<file path="src/rtl/cmp_sample_packer_if.sv">
// Sample/stream bundle for cmp_sample_packer: comparator pad samples and
// capture enable in, packed 80-bit words out with a ready/valid handshake.
interface cmp_sample_packer_if;
  logic        cmp_data_p0;
  logic        cmp_data_p1;
  logic        cmp_data_p2;
  logic        cmp_data_p3;
  logic        cap_en;
  logic        gth_ready;
  logic [79:0] gth_data;
  logic        gth_valid;

  // Packer side: consumes samples, produces words.
  modport master (
    input  cmp_data_p0, cmp_data_p1, cmp_data_p2, cmp_data_p3,
    input  cap_en, gth_ready,
    output gth_data, gth_valid
  );

  // Environment side: supplies samples, consumes words.
  modport slave (
    output cmp_data_p0, cmp_data_p1, cmp_data_p2, cmp_data_p3,
    output cap_en, gth_ready,
    input  gth_data, gth_valid
  );
endinterface

</file>
<file path="src/rtl/cmp_sample_packer.sv">
// Packs four comparator pad bits per enabled cycle into 80-bit words
// (20 slots of 4 bits) and buffers completed words in a small FIFO toward
// the transceiver. Drops on overflow are flagged and counted.
module cmp_sample_packer #(
  parameter int unsigned FIFO_DEPTH = 4,
  parameter logic [79:0] IDLE_WORD  = '0
) (
  input  logic                          sample_clk,
  input  logic                          sample_rst_n,
  cmp_sample_packer_if.master           io,
  output logic [$clog2(FIFO_DEPTH):0]   fifo_level,
  output logic                          ovf_flag,
  output logic [15:0]                   ovf_cnt,
  output logic [31:0]                   word_cnt
);

  localparam int unsigned AW = $clog2(FIFO_DEPTH);
  localparam int unsigned LW = AW + 1;

  // ST_PUSH means the next enabled sample lands in slot 19 and completes a word.
  typedef enum logic [1:0] {
    ST_IDLE,
    ST_FILL,
    ST_PUSH
  } state_e;

  state_e        state_q, state_d;
  logic [4:0]    k_q, k_d;
  logic [79:0]   asm_q, asm_d;
  logic [79:0]   mem_q [FIFO_DEPTH];
  logic [AW-1:0] wr_ptr_q, wr_ptr_d;
  logic [AW-1:0] rd_ptr_q, rd_ptr_d;
  logic [LW-1:0] level_q, level_d;
  logic          ovf_q, ovf_d;
  logic [15:0]   ovf_cnt_q, ovf_cnt_d;
  logic [31:0]   word_cnt_q, word_cnt_d;

  logic          push;
  logic          pop;
  logic          full;
  logic          push_ok;
  logic          drop;
  logic [3:0]    nib;

  // Packer: place the current nibble in slot k, advance k, flag completion.
  always_comb begin
    nib     = {io.cmp_data_p3, io.cmp_data_p2, io.cmp_data_p1, io.cmp_data_p0};
    asm_d   = asm_q;
    k_d     = k_q;
    state_d = state_q;
    push    = 1'b0;
    if (!io.cap_en) begin
      k_d     = '0;
      state_d = ST_IDLE;
    end else begin
      asm_d[{k_q, 2'b00} +: 4] = nib;
      if (state_q == ST_PUSH) begin
        push    = 1'b1;
        k_d     = '0;
        state_d = ST_FILL;
      end else begin
        k_d     = k_q + 5'd1;
        state_d = (k_q == 5'd18) ? ST_PUSH : ST_FILL;
      end
    end
  end

  // FIFO bookkeeping; a pop frees the head slot so a push into a full FIFO
  // still succeeds when both happen on the same edge.
  always_comb begin
    full       = (level_q == LW'(FIFO_DEPTH));
    pop        = (level_q != '0) && io.gth_ready;
    push_ok    = push && (!full || pop);
    drop       = push && full && !pop;
    wr_ptr_d   = push_ok ? wr_ptr_q + AW'(1) : wr_ptr_q;
    rd_ptr_d   = pop ? rd_ptr_q + AW'(1) : rd_ptr_q;
    level_d    = level_q;
    if (push_ok && !pop) begin
      level_d = level_q + LW'(1);
    end else if (pop && !push_ok) begin
      level_d = level_q - LW'(1);
    end
    ovf_d      = ovf_q | drop;
    ovf_cnt_d  = (drop && (ovf_cnt_q != 16'hFFFF)) ? ovf_cnt_q + 16'd1 : ovf_cnt_q;
    word_cnt_d = pop ? word_cnt_q + 32'd1 : word_cnt_q;
  end

  // State, packer and FIFO control registers.
  always_ff @(posedge sample_clk or negedge sample_rst_n) begin
    if (!sample_rst_n) begin
      state_q    <= ST_IDLE;
      k_q        <= '0;
      asm_q      <= '0;
      wr_ptr_q   <= '0;
      rd_ptr_q   <= '0;
      level_q    <= '0;
      ovf_q      <= 1'b0;
      ovf_cnt_q  <= '0;
      word_cnt_q <= '0;
    end else begin
      state_q    <= state_d;
      k_q        <= k_d;
      asm_q      <= asm_d;
      wr_ptr_q   <= wr_ptr_d;
      rd_ptr_q   <= rd_ptr_d;
      level_q    <= level_d;
      ovf_q      <= ovf_d;
      ovf_cnt_q  <= ovf_cnt_d;
      word_cnt_q <= word_cnt_d;
    end
  end

  // Word storage; content is never read while empty, so it needs no reset.
  always_ff @(posedge sample_clk) begin
    if (push_ok) begin
      mem_q[wr_ptr_q] <= asm_d;
    end
  end

  // Outputs come only from state and storage, never directly from inputs.
  always_comb begin
    io.gth_valid = (level_q != '0);
    io.gth_data  = io.gth_valid ? mem_q[rd_ptr_q] : IDLE_WORD;
    fifo_level   = level_q;
    ovf_flag     = ovf_q;
    ovf_cnt      = ovf_cnt_q;
    word_cnt     = word_cnt_q;
  end

endmodule

</file>
<file path="src/flat_wrapper.sv">
// flat-port wrapper written by rule: the top's interface ports become plain ports
module cmp_sample_packer_flat 
#(
  parameter int unsigned FIFO_DEPTH = 4,
  parameter logic [79:0] IDLE_WORD  = '0
)
  (sample_clk, sample_rst_n, fifo_level, ovf_flag, ovf_cnt, word_cnt, io_cmp_data_p0, io_cmp_data_p1, io_cmp_data_p2, io_cmp_data_p3, io_cap_en, io_gth_ready, io_gth_data, io_gth_valid);
  cmp_sample_packer_if io_i ();
  input  logic sample_clk;
  input  logic sample_rst_n;
  output logic [$clog2(FIFO_DEPTH):0] fifo_level;
  output logic ovf_flag;
  output logic [15:0] ovf_cnt;
  output logic [31:0] word_cnt;
  input wire logic [$bits(io_i.cmp_data_p0)-1:0] io_cmp_data_p0;
  input wire logic [$bits(io_i.cmp_data_p1)-1:0] io_cmp_data_p1;
  input wire logic [$bits(io_i.cmp_data_p2)-1:0] io_cmp_data_p2;
  input wire logic [$bits(io_i.cmp_data_p3)-1:0] io_cmp_data_p3;
  input wire logic [$bits(io_i.cap_en)-1:0] io_cap_en;
  input wire logic [$bits(io_i.gth_ready)-1:0] io_gth_ready;
  output wire logic [$bits(io_i.gth_data)-1:0] io_gth_data;
  output wire logic [$bits(io_i.gth_valid)-1:0] io_gth_valid;
  assign io_i.cmp_data_p0 = io_cmp_data_p0;
  assign io_i.cmp_data_p1 = io_cmp_data_p1;
  assign io_i.cmp_data_p2 = io_cmp_data_p2;
  assign io_i.cmp_data_p3 = io_cmp_data_p3;
  assign io_i.cap_en = io_cap_en;
  assign io_i.gth_ready = io_gth_ready;
  assign io_gth_data = io_i.gth_data;
  assign io_gth_valid = io_i.gth_valid;
  cmp_sample_packer #(.FIFO_DEPTH(FIFO_DEPTH), .IDLE_WORD(IDLE_WORD)) u_core (.sample_clk(sample_clk), .sample_rst_n(sample_rst_n), .io(io_i), .fifo_level(fifo_level), .ovf_flag(ovf_flag), .ovf_cnt(ovf_cnt), .word_cnt(word_cnt));
endmodule
</file>
<file path="config.mk">
export PLATFORM = sky130hd
export DESIGN_NAME = cmp_sample_packer_flat
export DESIGN_NICKNAME = d
export VERILOG_FILES = /design/src/rtl/cmp_sample_packer_if.sv /design/src/rtl/cmp_sample_packer.sv /design/src/flat_wrapper.sv
export SDC_FILE = /design/constraint.sdc
export NUM_CORES = 1
export LEC_CHECK = 0
export ABC_AREA = 1
export ABC_CLOCK_PERIOD_IN_PS = 5950
export CORE_ASPECT_RATIO = 2
export CORE_MARGIN = 3
export CORE_UTILIZATION = 34
export DETAILED_ROUTE_END_ITERATION = 10
export PLACE_DENSITY = 0.62
export SLEW_MARGIN = 40
export SYNTH_ARGS = -nofsm -noshare
export SYNTH_HDL_FRONTEND = slang
export SYNTH_SLANG_ARGS = --single-unit
</file>
<file path="constraint.sdc">
create_clock -name sample_clk -period 5.95 [get_ports sample_clk]
set_input_delay 1.785 -clock sample_clk [delete_from_list [all_inputs] [get_ports sample_clk]]
set_output_delay 1.785 -clock sample_clk [all_outputs]
set_load 0.01 [all_outputs]
</file>
==> results.py, run 1 <==
metrics = {
    "power_and_ir_drop": {
        "leakagePower_nw": 8.86,
        "power.density_nw_per_um2": 420,
        "power_mw": 9.68,
        "vdd_drop_max_v": 0.000329,
    },
    "clock_network": {
        "cts_sinks": 463,
        "cts_tree": "yes",
        "cts_setup_buffers": 0,
        "clockRootBuffer": "clkbuf_16",
        "cts_made_buffers": 42,
        "cts_resized": 0,
        "h-tree-depth": 2,
        "clockBufferDepth": 3,
        "clk_latency_ns": 0.57,
        "path_clk_slew_ns": 0.07,
        "cts_hold_buffers": 0,
    },
    "setup_path": {
        "ff2ff_path_depth": 7,
        "path_cells": "buf_6, nor2_1, nor2_1, o21ai_0, a21oi_1, clkdlybuf4s50_1",
        "cp_num_buf_inv": 2,
        "cp_common_cell": "nor2_1",
        "cp_max_fo": 78,
        "cp_slowest_cell": "clkdlybuf4s50_1",
        "cp.arrival_ns": 2.98,
        "critPathLaunchType": "flip-flop",
        "r2r_start": "u_core.k_q[0]$_DFF_PN0_",
        "rrSetupSlack_ns": 2.41,
        "cp_top_family": "buffers and inverters",
        "slowest_delay_ns": 0.64,
        "r2r_end": "u_core.mem_q[3][11]$_DFFE_PP_",
        "endpoint_kind": "output port",
        "critical_path_class": "reg2out",
        "cp.required_ns": 4.16,
    },
    "synthesis": {
        "synthesis.instances": 1872,
        "synth_edf_count": 320,
        "synth_nets": 1893,
        "async_flop_share_pct": 30.9,
        "synth-seq-cells": 463,
        "syn_area_per_cell_um2": 10.4,
        "yosys_warnings": 0,
        "syn_area_um2": 19500,
        "synth_cell_types": 31,
        "synthFlopType": "edfxtp_1",
        "yosysSeqAreaShare_pct": 67.7,
    },
    "route": {
        "dr.first_iter.drc_count": 1002,
        "drc": 0,
        "wirelength_mm": 53.2,
        "routed-via-count": 13800,
        "postRouteAntennaNets": 0,
        "via_per_inst": 4.97,
        "routedWlPerCell_um": 19.1,
        "drt_first_pass_iters": 7,
    },
    "timing": {
        "relSlewSlack_pct": 37.9,
        "clock.fmax_ghz": 0.210,
        "slew_viol_final": 0,
        "finalCriticalPeriod_ns": 4.77,
        "hold_violations": 0,
        "skew_ns": 0.0217,
        "rsz0062_at_grt": "false",
        "setup_viol": 0,
        "fin_crit_sh_pct": 80.1,
        "tightest_slew_ns": 0.922,
    },
    "cells_and_area": {
        "fin_util_pct": 40.8,
        "multi_input_area_um2": 5720,
        "fillers": 5383,
        "drive_above_1_share_pct": 5.42,
        "final_net_count": 2017,
        "fin_cells": 2780,
        "syn_to_final_growth_pct": 18.4,
        "regArea_um2": 13200,
    },
    "global_route": {
        "grt_overflow": 0,
        "grt_pass1_vias": 13800,
        "grt_pass1_wl_mm": 81.3,
        "antenna_found_initial": 4,
        "grt_max_degree": 84,
        "grtUsageTotal_pct": 17.3,
        "grt.busiest_layer": "met2",
        "met2_usage_pct": 33.1,
        "grtUsageMet3_pct": 3.00,
        "use_met1_pct": 18.4,
    },
    "run": {
        "cap_violations": 0,
    },
    "die": {
        "start_util_pct": 34.5,
        "die_w_um": 175,
        "ios": 141,
        "coreArea_um2": 56500,
        "dieArea_um2": 60400,
        "die_y_um": 345,
        "rows": 123,
    },
    "outcome": {
        "outcome": "finished clean",
    },
    "min_path": {
        "hold_end": "u_core.ovf_flag$_DFF_PN0_",
        "hp-start": "u_core.ovf_flag$_DFF_PN0_",
        "hp-class": "reg2reg",
        "min_path_cells": 1,
    },
    "place": {
        "numPortBuffers": 140,
        "dp_hpwl_mm": 35.3,
        "gp_congestion": 0.943,
        "dp_cells": 2702,
    },
}
[per-layer routing]
layer  share of wire, %  wire (um)
met1                 36      19100
met2                 55      29000
met3                5.1       2690
met4                4.4       2360
met5              0.051         27
[worst register-to-register path: stages (launching register included)]
cell and delay [ns]:
dfrtp_1 0.64, inv_1 0.26, ha_1 0.37, xnor2_4 0.52
nand2_1 0.19, nor2_1 0.33, nand2_1 0.24, o21ai_0 0.67
[synthesized netlist by cell type, types with 3 or more instances]
cell / n / area, um^2
nor2_1: 442 / 1660
nand2_1: 342 / 1280
edfxtp_1: 320 / 9610
o21ai_0: 215 / 1080
dfrtp_1: 143 / 3580
a21oi_1: 84 / 420
inv_1: 75 / 282
nand3_1: 53 / 265
clkbuf_1: 48 / 180
nand4_1: 20 / 125
xor2_1: 19 / 166
nand3b_1: 17 / 128
buf_1: 13 / 48.8
buf_2: 13 / 65.1
xnor2_1: 13 / 114
ha_1: 12 / 150
nor3_1: 10 / 50.1
inv_2: 5 / 18.8
nor3_2: 5 / 50.1
nor2_4: 4 / 45.0
buf_4: 3 / 22.5
nor2_2: 3 / 18.8
[how the worst max path moves through the flow]
stage / from / endpoint / slack, ns / depth (start not counted)
4_1_cts: u_core.rd_ptr_q[0]$_DFFE_PN0N_ / io_gth_data[77] / 0.84 / 5
3_3_place_gp: u_core.rd_ptr_q[1]$_DFFE_PN0N_ / io_gth_data[25] / 1.43 / 6
3_5_place_dp: u_core.rd_ptr_q[0]$_DFFE_PN0N_ / io_gth_data[77] / 1.47 / 5
5_1_grt: u_core.rd_ptr_q[0]$_DFFE_PN0N_ / io_gth_data[46] / 1.04 / 5
6_report: u_core.rd_ptr_q[0]$_DFFE_PN0N_ / io_gth_data[25] / 1.18 / 6
2_1_floorplan: io_gth_ready / u_core.mem_q[0][0]$_DFFE_PP_ / -0.17 / 6
[cells in the final DEF, fill, tap and decap left out, types with 3 or more instances in the layout]
master and n:
a21oi_1 84, buf_12 4, buf_4 10, buf_6 4
clkbuf_1 15, clkbuf_16 43, clkbuf_8 3, clkdlybuf4s50_1 139
clkinv_2 5, clkinvlp_4 3, dfrtp_1 141, edfxtp_1 320
ha_1 12, inv_1 75, inv_4 3, inv_6 3
nand2_1 342, nand3_1 53, nand3b_1 17, nand4_1 20
nor2_1 437, nor2_2 4, nor2_4 8, nor3_1 10
nor3_2 5, o21ai_0 209, o21ai_1 6, xnor2_1 13
xor2_1 19
[report_power, final]
part	total, mW	switching (mW)	internal, mW
clock	2.64	1.17	1.47
sequential	3.69	0.0787	3.62
combinational	3.35	2.00	1.34
total	9.68	3.25	6.43
[stage by stage]
stage          setup slack (ns)  area (um^2)  hold WS [ns]  setup TNS (ns)
6_report                   1.18        23100         0.480               0
5_1_grt                    1.04        23100         0.502               0
3_5_place_dp               1.47        21700         0.460               0
3_3_place_gp               1.43        21700         0.473               0
2_1_floorplan            -0.175        19500         0.480          -55.89
4_1_cts                   0.843        23100         0.486               0
[layout make-up]
type | instances | area share [%]
antenna | 2 | 0.0217
tap | 750 | 4.07
sequential | 463 | 57.2
timing repair buffer | 157 | 6.90
multi-input combinational | 1252 | 24.8
clock buffer | 61 | 5.09
inverter | 80 | 1.33
clock inverter | 15 | 0.613
[kinds of logic after synthesis]
logic type / Yosys count / synth area share (%)
AND/OR/NAND/NOR: 906 / 19.0
multiplexers: 1 / 0.0578
flip-flops: 463 / 67.7
AO/OA/AOI/OAI: 299 / 7.68
XOR/XNOR: 33 / 1.52
adder cells (fa/ha/maj): 13 / 0.874
buffers and inverters: 157 / 3.17
[state kept, by name, summed over array words and instances, names as in the netlist]
signal and count:
u_core.mem_q 320, u_core.asm_q 80, u_core.word_cnt 32, u_core.ovf_cnt 16, u_core.k_q 5, u_core.fifo_level 3
u_core.rd_ptr_q 2, u_core.state_q 2, u_core.wr_ptr_q 2, u_core.ovf_flag 1
No activity file was read; power rests on OpenSTA's default activity.
==> inputs of run 2 (changes only) <==
--- a/config.mk
+++ b/config.mk
@@ -6,12 +6,12 @@
 export NUM_CORES = 1
 export LEC_CHECK = 0
 export ABC_AREA = 1
-export ABC_CLOCK_PERIOD_IN_PS = 5950
+export ABC_CLOCK_PERIOD_IN_PS = 3970
 export CORE_ASPECT_RATIO = 2
 export CORE_MARGIN = 3
 export CORE_UTILIZATION = 34
 export DETAILED_ROUTE_END_ITERATION = 10
-export PLACE_DENSITY = 0.62
+export PLACE_DENSITY = 0.64
 export SLEW_MARGIN = 40
 export SYNTH_ARGS = -nofsm -noshare
 export SYNTH_HDL_FRONTEND = slang
==> constraint.sdc (replaced) <==
create_clock -name sample_clk -period 3.97 [get_ports sample_clk]
set_input_delay 1.191 -clock sample_clk [delete_from_list [all_inputs] [get_ports sample_clk]]
set_output_delay 1.191 -clock sample_clk [all_outputs]
set_load 0.01 [all_outputs]
==> run 2 against run 1 <==
Count of clock-buffer cells in the layout decreased by 11. Critical path type unchanged. Critical path depth is the same. Final area grew 1.6%. Clock power is 53% higher. Worst setup slack got worse by 1.1 ns. Global-route usage increased by 0.21 points. Cell count rose by 0.86%. Largest power group unchanged. Largest cell class unchanged. Routed wire length grew 2.1%. Non-clock buffer count grew 30.
==> results.py, run 2 (synthesized netlist as in run 1, its figures left out) <==
metrics = {
    "outcome": {
        "outcome": "finished clean",
    },
    "cells_and_area": {
        "finalInstanceArea_um2": 23400,
        "final_common_cell": "nor2_1",
        "regMostFlops": "u_core.mem_q",
        "syn_to_final_growth_pct": 20.3,
        "final_net_count": 2045,
        "antenna_cells": 0,
        "final_cell_mix": "nor2_1 (438), nand2_1 (342), edfxtp_1 (320), o21ai_0 (215), dfrtp_1 (141)",
        "drive_above_1_share_pct": 7.21,
        "largest_register_ffs": 320,
    },
    "die": {
        "start_util_pct": 34.5,
        "coreArea_um2": 56500,
        "rows": 123,
        "ios": 141,
        "die_w_um": 175,
        "die_y_um": 345,
        "dieArea_um2": 60400,
    },
    "global_route": {
        "grtUsageTotal_pct": 17.5,
        "grt_overflow": 0,
        "grt_pass1_vias": 14300,
        "antenna_found_initial": 3,
        "grt_pass1_wl_mm": 81.4,
        "grt_max_degree": 112,
    },
    "route": {
        "routed-via-count": 13900,
        "drt_first_pass_iters": 5,
        "routedWlPerCell_um": 19.4,
        "wirelength_mm": 54.3,
        "drc": 0,
        "via_per_inst": 4.95,
        "dr.first_iter.drc_count": 805,
        "postRouteAntennaNets": 0,
    },
    "timing": {
        "tightest_slew_ns": 0.860,
        "finalCriticalPeriod_ns": 3.86,
        "worst_hold_slack_ns": 0.480,
        "slew_viol_final": 0,
        "clock.fmax_ghz": 0.259,
        "setup_viol": 0,
        "hold_violations": 0,
        "relSlewSlack_pct": 42.1,
        "fin_crit_sh_pct": 97.4,
        "skew_ns": 0.0211,
        "rsz0062_at_grt": "false",
    },
    "setup_path": {
        "cp_slowest_cell": "clkdlybuf4s50_1",
        "critical_path_class": "reg2out",
        "endpoint_kind": "output port",
        "cp.required_ns": 2.78,
        "cp.arrival_ns": 2.67,
        "slowest_delay_ns": 0.58,
        "path_cells": "clkinv_8, buf_16, buf_12, o21ai_0, a21oi_2, clkdlybuf4s50_1",
        "critPathLaunchType": "flip-flop",
        "cp_num_buf_inv": 4,
        "cp_max_fo": 38,
        "cp_top_family": "buffers and inverters",
    },
    "clock_network": {
        "cts_tree": "yes",
        "cts_made_buffers": 40,
        "h-tree-depth": 2,
        "clockRootBuffer": "clkbuf_16",
        "path_clk_slew_ns": 0.07,
        "clk_latency_ns": 0.55,
        "clockBufferDepth": 3,
        "cts_sinks": 463,
    },
    "place": {
        "place_area_um2": 22000,
        "dp_hpwl_mm": 36.0,
        "gp_congestion": 0.895,
        "numPortBuffers": 140,
    },
    "power_and_ir_drop": {
        "vdd_drop_max_v": 0.000361,
        "leakagePower_nw": 9.10,
        "power.density_nw_per_um2": 633,
    },
    "min_path": {
        "hp-class": "reg2reg",
    },
    "run": {
        "cap_violations": 0,
    },
}
-- run 2: changes by cell type in the layout (fill, tap and decap cells not counted), sizes merged --
cell and change:
clkinvlp -1, inv -3, diode -2, buf +29, clkbuf -10, bufinv +3, clkdlybuf4s50 -3, dlymetal6s2s +3
clkinv +8
-- run 2: final timing paths --
check                                               start                             end  slack [ns]  depth (start not counted)
min in group asynchronous                    sample_rst_n  u_core.ovf_cnt[14]$_DFFE_PN0P_        0.59                          1
setup / recovery           u_core.rd_ptr_q[0]$_DFFE_PN0N_                 io_gth_data[47]        0.11                          6
hold reg to reg                 u_core.ovf_flag$_DFF_PN0_       u_core.ovf_flag$_DFF_PN0_        0.48                          1
hold / removal                  u_core.ovf_flag$_DFF_PN0_       u_core.ovf_flag$_DFF_PN0_        0.48                          1
max in group asynchronous                    sample_rst_n  u_core.word_cnt[1]$_DFFE_PN0N_        2.55                          2
setup reg to reg                  u_core.k_q[1]$_DFF_PN0_   u_core.mem_q[0][33]$_DFFE_PP_        1.08                          7
-- run 2: where the power goes --
group          switching, mW  internal, mW
Sequential             0.131          5.42
Combinational           3.07          2.18
Clock                   1.77          2.26
Total                   4.97          9.86
-- run 2: per-stage QoR --
| stage | setup WS, ns | utilization [%] | power (mW) | setup TNS, ns | std cells |
|---|---|---|---|---|---|
| 2_1_floorplan | -0.252 | - | 8.23 | -80.66 | 1872 |
| 3_3_place_gp | 0.317 | 39.0 | 10.8 | 0 | 2731 |
| 3_5_place_dp | 0.344 | 39.0 | 10.9 | 0 | 2731 |
| 4_1_cts | -0.0255 | 41.4 | 15.0 | -0.0398 | 2803 |
| 5_1_grt | 0.000610 | 41.5 | 15.6 | 0 | 2804 |
| 6_report | 0.105 | 41.5 | 14.8 | 0 | 2804 |
-- run 2: repair_timing --
action,CTS,global route
hold endpoints to repair,0,0
setup endpoints to repair,37,34
setup buffers,0,0
gates resized for setup,8,11
hold buffers,0,0
pin swaps,0,3
cloned,0,1
-- run 2: area by class of cell --
class	instances	area, um^2
clock buffers	50	1070
fillers	5350	33000
well taps	750	938
inverters	80	315
clock inverters	22	265
flip-flops and latches	463	13200
repair buffers	187	1930
multi-input cells	1252	5720
-- run 2: metal layers --
layer	share of wire (%)	GRT usage (%)	up-vias
li1	-	-	6597
met1	35	17.9	6730
met4	5.1	9.00	4
met5	0.061	0	-
met3	4.6	2.69	113
met2	55	34.0	432
